### src/rtl/cbi980_pkg.sv
// Shared definitions for the cbi980 port: FSM encoding, slot limits and the
// register map used by the core and the serializer.
package cbi980_pkg;

  typedef enum logic [1:0] {
    ST_IDLE  = 2'd0,
    ST_SLOT1 = 2'd1,
    ST_SLOT0 = 2'd2
  } state_e;

  localparam int MAX_OCTETS = 4;

  localparam logic [7:0] REG_CR    = 8'h00;
  localparam logic [7:0] REG_LCFR  = 8'h04;
  localparam logic [7:0] REG_SR    = 8'h08;
  localparam logic [7:0] REG_DOUT1 = 8'h0C;
  localparam logic [7:0] REG_DOUT0 = 8'h10;

  // Out-of-range octet counts (0 or above MAX_OCTETS) mean a full-width slot.
  function automatic logic [2:0] eff_octets(input logic [2:0] oct);
    if (oct == 3'd0 || oct > 3'(MAX_OCTETS)) return 3'(MAX_OCTETS);
    return oct;
  endfunction

endpackage

### src/rtl/cbi980_tx_serializer_clkdiv.sv
// Bit-clock divider: bclk toggles every rate+1 clk cycles while run is high,
// and is parked low with a cleared count while run is low.
module cbi980_tx_serializer_clkdiv #(
  parameter int RATE_W = 3
) (
  input  logic              clk,
  input  logic              rst,
  input  logic              run,
  input  logic [RATE_W-1:0] rate,
  output logic              bclk,
  output logic              rise_tick,
  output logic              fall_tick
);

  logic [RATE_W-1:0] cnt_q, cnt_d;
  logic              bclk_q, bclk_d;
  logic              tick;

  assign tick = run && (cnt_q == rate);

  always_comb begin
    cnt_d  = cnt_q;
    bclk_d = bclk_q;
    if (!run) begin
      cnt_d  = '0;
      bclk_d = 1'b0;
    end else if (tick) begin
      cnt_d  = '0;
      bclk_d = ~bclk_q;
    end else begin
      cnt_d = cnt_q + 1'b1;
    end
  end

  always_ff @(posedge clk) begin
    if (!rst) begin
      cnt_q  <= '0;
      bclk_q <= 1'b0;
    end else begin
      cnt_q  <= cnt_d;
      bclk_q <= bclk_d;
    end
  end

  assign bclk      = bclk_q;
  assign rise_tick = tick && !bclk_q;
  assign fall_tick = tick && bclk_q;

endmodule

### src/rtl/cbi980_tx_serializer.sv
// cbi980 transmit back end: frames ch1/ch0 words into a two-slot serial stream.
//   state    | meaning
//   ST_IDLE  | stopped; bclk/fsync/sdout held low
//   ST_SLOT1 | shifting the ch1 word, fsync high
//   ST_SLOT0 | shifting the ch0 word, fsync low
module cbi980_tx_serializer
  import cbi980_pkg::*;
#(
  parameter int DW     = 32,
  parameter int RATE_W = 3
) (
  input  logic              clk,
  input  logic              rst,
  input  logic              en,
  input  logic [RATE_W-1:0] mclk_rate,
  input  logic [2:0]        octet_cnt,
  input  logic              rjust,
  input  logic              lsb_first,
  input  logic [DW-1:0]     ch1_data,
  input  logic              ch1_valid,
  output logic              ch1_ready,
  input  logic [DW-1:0]     ch0_data,
  input  logic              ch0_valid,
  output logic              ch0_ready,
  output logic              bclk,
  output logic              fsync,
  output logic              sdout,
  output logic [1:0]        underrun,
  output logic              busy
);

  state_e            state_q, state_d;
  logic [DW-1:0]     shreg_q, shreg_d;
  logic [4:0]        bit_cnt_q, bit_cnt_d;
  logic              fsync_q, fsync_d;
  logic [1:0]        underrun_q, underrun_d;
  logic [RATE_W-1:0] rate_q, rate_d;
  logic [2:0]        octets_q, octets_d;
  logic              rjust_q, rjust_d;
  logic              lsb_q, lsb_d;

  logic       fall_tick, rise_tick_unused;
  logic [5:0] nbits;
  logic       last_bit, slot_end, start1, start0;

  // Places the selected slot field so that its first-sent bit sits at DW-1.
  function automatic logic [DW-1:0] slot_field(input logic [DW-1:0] word,
                                               input logic [2:0] octs,
                                               input logic rj, input logic lsb);
    logic [5:0]    gap;
    logic [DW-1:0] f, r;
    gap = 6'(DW) - {octs, 3'b000};
    f   = rj ? (word & ({DW{1'b1}} >> gap)) : (word >> gap);
    r   = '0;
    if (lsb) begin
      for (int i = 0; i < DW; i++) r[DW-1-i] = f[i];
    end else begin
      r = f << gap;
    end
    return r;
  endfunction

  cbi980_tx_serializer_clkdiv #(.RATE_W(RATE_W)) u_clkdiv (
    .clk       (clk),
    .rst       (rst),
    .run       (busy),
    .rate      (rate_q),
    .bclk      (bclk),
    .rise_tick (rise_tick_unused),
    .fall_tick (fall_tick)
  );

  assign busy     = (state_q != ST_IDLE);
  assign nbits    = {octets_q, 3'b000};
  assign last_bit = ({1'b0, bit_cnt_q} == nbits - 6'd1);
  assign slot_end = fall_tick && last_bit;
  // Leaving IDLE counts as the falling tick that opens slot 1.
  assign start1   = en && ((state_q == ST_IDLE) || (state_q == ST_SLOT0 && slot_end));
  assign start0   = (state_q == ST_SLOT1) && slot_end;

  assign ch1_ready = rst && start1;
  assign ch0_ready = rst && start0;

  always_comb begin
    state_d    = state_q;
    shreg_d    = shreg_q;
    bit_cnt_d  = bit_cnt_q;
    fsync_d    = fsync_q;
    underrun_d = 2'b00;
    rate_d     = rate_q;
    octets_d   = octets_q;
    rjust_d    = rjust_q;
    lsb_d      = lsb_q;
    if (start1) begin
      state_d       = ST_SLOT1;
      rate_d        = mclk_rate;
      octets_d      = eff_octets(octet_cnt);
      rjust_d       = rjust;
      lsb_d         = lsb_first;
      shreg_d       = slot_field(ch1_valid ? ch1_data : '0, eff_octets(octet_cnt),
                                 rjust, lsb_first);
      bit_cnt_d     = '0;
      fsync_d       = 1'b1;
      underrun_d[1] = !ch1_valid;
    end else if (start0) begin
      state_d       = ST_SLOT0;
      shreg_d       = slot_field(ch0_valid ? ch0_data : '0, octets_q, rjust_q, lsb_q);
      bit_cnt_d     = '0;
      fsync_d       = 1'b0;
      underrun_d[0] = !ch0_valid;
    end else if (state_q == ST_SLOT0 && slot_end) begin
      state_d   = ST_IDLE;
      shreg_d   = '0;
      bit_cnt_d = '0;
      fsync_d   = 1'b0;
    end else if (fall_tick) begin
      shreg_d   = shreg_q << 1;
      bit_cnt_d = bit_cnt_q + 5'd1;
    end
  end

  always_ff @(posedge clk) begin
    if (!rst) begin
      state_q    <= ST_IDLE;
      shreg_q    <= '0;
      bit_cnt_q  <= '0;
      fsync_q    <= 1'b0;
      underrun_q <= 2'b00;
      rate_q     <= '0;
      octets_q   <= 3'(MAX_OCTETS);
      rjust_q    <= 1'b0;
      lsb_q      <= 1'b0;
    end else begin
      state_q    <= state_d;
      shreg_q    <= shreg_d;
      bit_cnt_q  <= bit_cnt_d;
      fsync_q    <= fsync_d;
      underrun_q <= underrun_d;
      rate_q     <= rate_d;
      octets_q   <= octets_d;
      rjust_q    <= rjust_d;
      lsb_q      <= lsb_d;
    end
  end

  assign fsync    = fsync_q;
  assign sdout    = shreg_q[DW-1];
  assign underrun = underrun_q;

endmodule

### config.mk
export PLATFORM = sky130hd
export DESIGN_NAME = cbi980_tx_serializer
export DESIGN_NICKNAME = d
export VERILOG_FILES = /design/src/rtl/cbi980_pkg.sv /design/src/rtl/cbi980_tx_serializer_clkdiv.sv /design/src/rtl/cbi980_tx_serializer.sv
export SDC_FILE = /design/constraint.sdc
export NUM_CORES = 1
export LEC_CHECK = 0
export BUFFER_PORTS_ARGS = -buffer_cell sky130_fd_sc_hd__clkbuf_2
export CAP_MARGIN = 20
export CORE_UTILIZATION = 35
export CTS_CLUSTER_DIAMETER = 50
export DETAILED_ROUTE_END_ITERATION = 16
export GPL_TIMING_DRIVEN = 0
export HOLD_SLACK_MARGIN = 0.06
export PLACE_DENSITY_LB_ADDON = 0.12
export SETUP_SLACK_MARGIN = 0.05
export SYNTH_ARGS = -nofsm -noshare
export SYNTH_HDL_FRONTEND = slang
export SYNTH_HIERARCHICAL = 1
export SYNTH_SLANG_ARGS = --single-unit
### constraint.sdc
create_clock -name clk -period 8.2 [get_ports clk]
set_input_delay 0 -clock clk [delete_from_list [all_inputs] [get_ports clk]]
set_output_delay 0 -clock clk [all_outputs]
set_load 0.03 [all_outputs]
==> impl_metrics.yaml <==
worst_setup_path:
  critPathTopFamily: "buffers and inverters"
  crit_path_start_kind: "register"
  path_max_fanout: 11
  path_cells: "clkbuf_1 > clkinv_1 > clkbuf_1 > ha_1 > xor2_1 > buf_2 > nor4_4 > mux2_1 > a22oi_1 > a221o_1 > a21oi_1 > nor3_1"
  timing.rr.end: "shreg_q[17]"
  rrSetupSlack_ps: 3420
  cp_num_buf_inv: 4
  r2r_cells: 12
  worstPathRequired_ps: 8430
  setup.worst_path.end_class: "register"
  reg2reg_from: "octets_q[0]"
  path_common_cell: "clkbuf_1"
  critPathSlowestCell: "a22oi_1"
  arrival_ps: 5020
  slowest_delay_ps: 670
  path_class: "reg -> reg"
global_route:
  grt_use_met2: 0.521
  grt_max_degree: 19
  grt_pass1_vias: 7406
  met3_usage: 0.0450
  track_usage: 0.328
  grt-ovfl-total: 0
  met1_usage: 0.427
  antenna_found_initial: 0
  grt_first_pass_wirelength_microns: 44500
  busiest_layer: "met2"
route:
  drt_iter0_drc: 958
  viasPerCell: 6.49
  wl_microns: 29100
  firstDrtPassIters: 6
  via_count: 7781
  wl_per_cell_microns: 24.3
  drc_errors: 0
  detail-route-antenna-nets: 0
run:
  drv_cap: 0
floorplan:
  die_w_microns: 132
  coreArea_sq_um: 16600
  num_io_pins: 85
  start_util: 0.358
  design.die.area_sq_um: 17500
  row_count: 47
  chipHeight_microns: 132
min_path:
  min_path_cells: 3
  worstHoldEndpoint: "state_q[0]"
  min_path_type: "in -> reg"
  hp-start: "en"
yosys:
  ys_warn_count: 6
  syn_area_per_cell_sq_um: 6.74
  synthCells: 880
  syn-num-nets: 966
  syn_area_sq_um: 5930
layout:
  drive_gt1_frac: 0.120
  finalCoreUtilization: 0.413
  diodes: 0
  final_cell_mix: "nand2_1 (111), o21ai_0 (99), clkbuf_2 (85), nor2_1 (64), a21oi_1 (59)"
  n_fill_cell: 1858
  multi_input_area_sq_um: 4550
  nets: 1063
  finalNonFillerCells: 1198
  ff_latch_area_sq_um: 1060
  stdcell_area_sq_um: 6840
  final_common_cell: "nand2_1"
  syn2layout_area_growth_pct: 15.3
clocking:
  numCtsBuffers: 5
  htree_levels: 2
  path_clk_slew_ps: 80
  ctsLongestPathBuffers: 2
  clock-root-buffer: "clkbuf_16"
  cts.sinks: 53
  cts_resized: 0
  post-cts-setup-buffer-count: 0
  cts_tree: "yes"
  clk_latency_ps: 310
sta:
  max_freq_mhz: 209
  tightest_slew_ps: 1080
  fin_setup_tns_ps: 0
  clock_skew_ps: 9.39
  setup_viol: 0
  timing.hold.ws_ps: 76.9
  hold_viol_final: 0
  period_share: 0.584
  period_minus_slack_ps: 4780
  final_max_slew_viol_count: 0
  slew_headroom: 0.280
  rsz0062_at_grt: "no"
placement:
  dp.cells: 1184
  place_congestion: 0.971
  portBuffers: 83
  placed_area_sq_um: 6640
  dpl.hpwl_microns: 22800
pwr:
  vdd.ir_drop.worst_uv: 94.0
  p_per_area_nw_per_um2: 138
  power_leakage_nw: 2.48
status:
  status: "complete, no violations"
==> what timing repair did <==
| item | CTS | global route |
|---|---|---|
| hold buffers | 5 | 0 |
| setup endpoints to repair | 0 | 0 |
| endpoints found under the hold margin | 8 | 0 |
==> how the worst max path moves through the flow <==
stage	from	slack, ps	to	depth (start not counted)
3_5_place_dp	octet_cnt[0]	3420	shreg_q[29]	15
3_3_place_gp	octet_cnt[0]	3400	shreg_q[0]	15
2_1_floorplan	octet_cnt[0]	4750	shreg_q[18]	15
5_1_grt	octets_q[0]	3160	shreg_q[17]	12
4_1_cts	octets_q[0]	3500	shreg_q[17]	12
6_report	octets_q[0]	3420	shreg_q[17]	12
==> layer usage <==
metal,up-vias,wire length (microns)
met5,-,0
met1,3573,12200
met2,551,12700
met4,0,1660
met3,106,2510
li1,3551,-
==> worst min-delay path, cell delays in order <==
cell      delay (ps)
clkbuf_2         180
a21oi_1           90
nor2_1            90
==> metrics by stage <==
stage	power (mW)	worst slack, ps
after floorplan	0.540	4750
after global placement	0.695	3400
after detailed placement	0.690	3420
after CTS	0.926	3500
after global routing	0.979	3160
final	0.941	3420
==> report_power, final <==
part	total, mW	internal (mW)	leakage, nW	switching (mW)
clock network	0.235	0.116	0.0680	0.119
registers	0.284	0.273	0.434	0.0102
logic	0.423	0.134	1.98	0.288
total	0.941	0.524	2.48	0.418
==> sequential cells by signal, summed over array words and instances, names as in the netlist <==
| name | cells |
|---|---|
| u_clkdiv/cnt_q | 3 |
| rjust_q | 1 |
| rate_q | 3 |
| bit_cnt_q | 5 |
| state_q | 2 |
| shreg_q | 32 |
| lsb_q | 1 |
| octets_q | 3 |
| underrun | 2 |
| u_clkdiv/bclk | 1 |
==> area by class of cell <==
type                       instances  area share
sequential                        53       0.155
buffer                            67      0.0382
multi-input combinational        743       0.665
inverter                          17     0.00933
clock inverter                     3     0.00384
timing repair buffer              90      0.0702
tap                              220      0.0402
clock buffer                       5      0.0183
No activity file was read; power rests on OpenSTA's default activity.
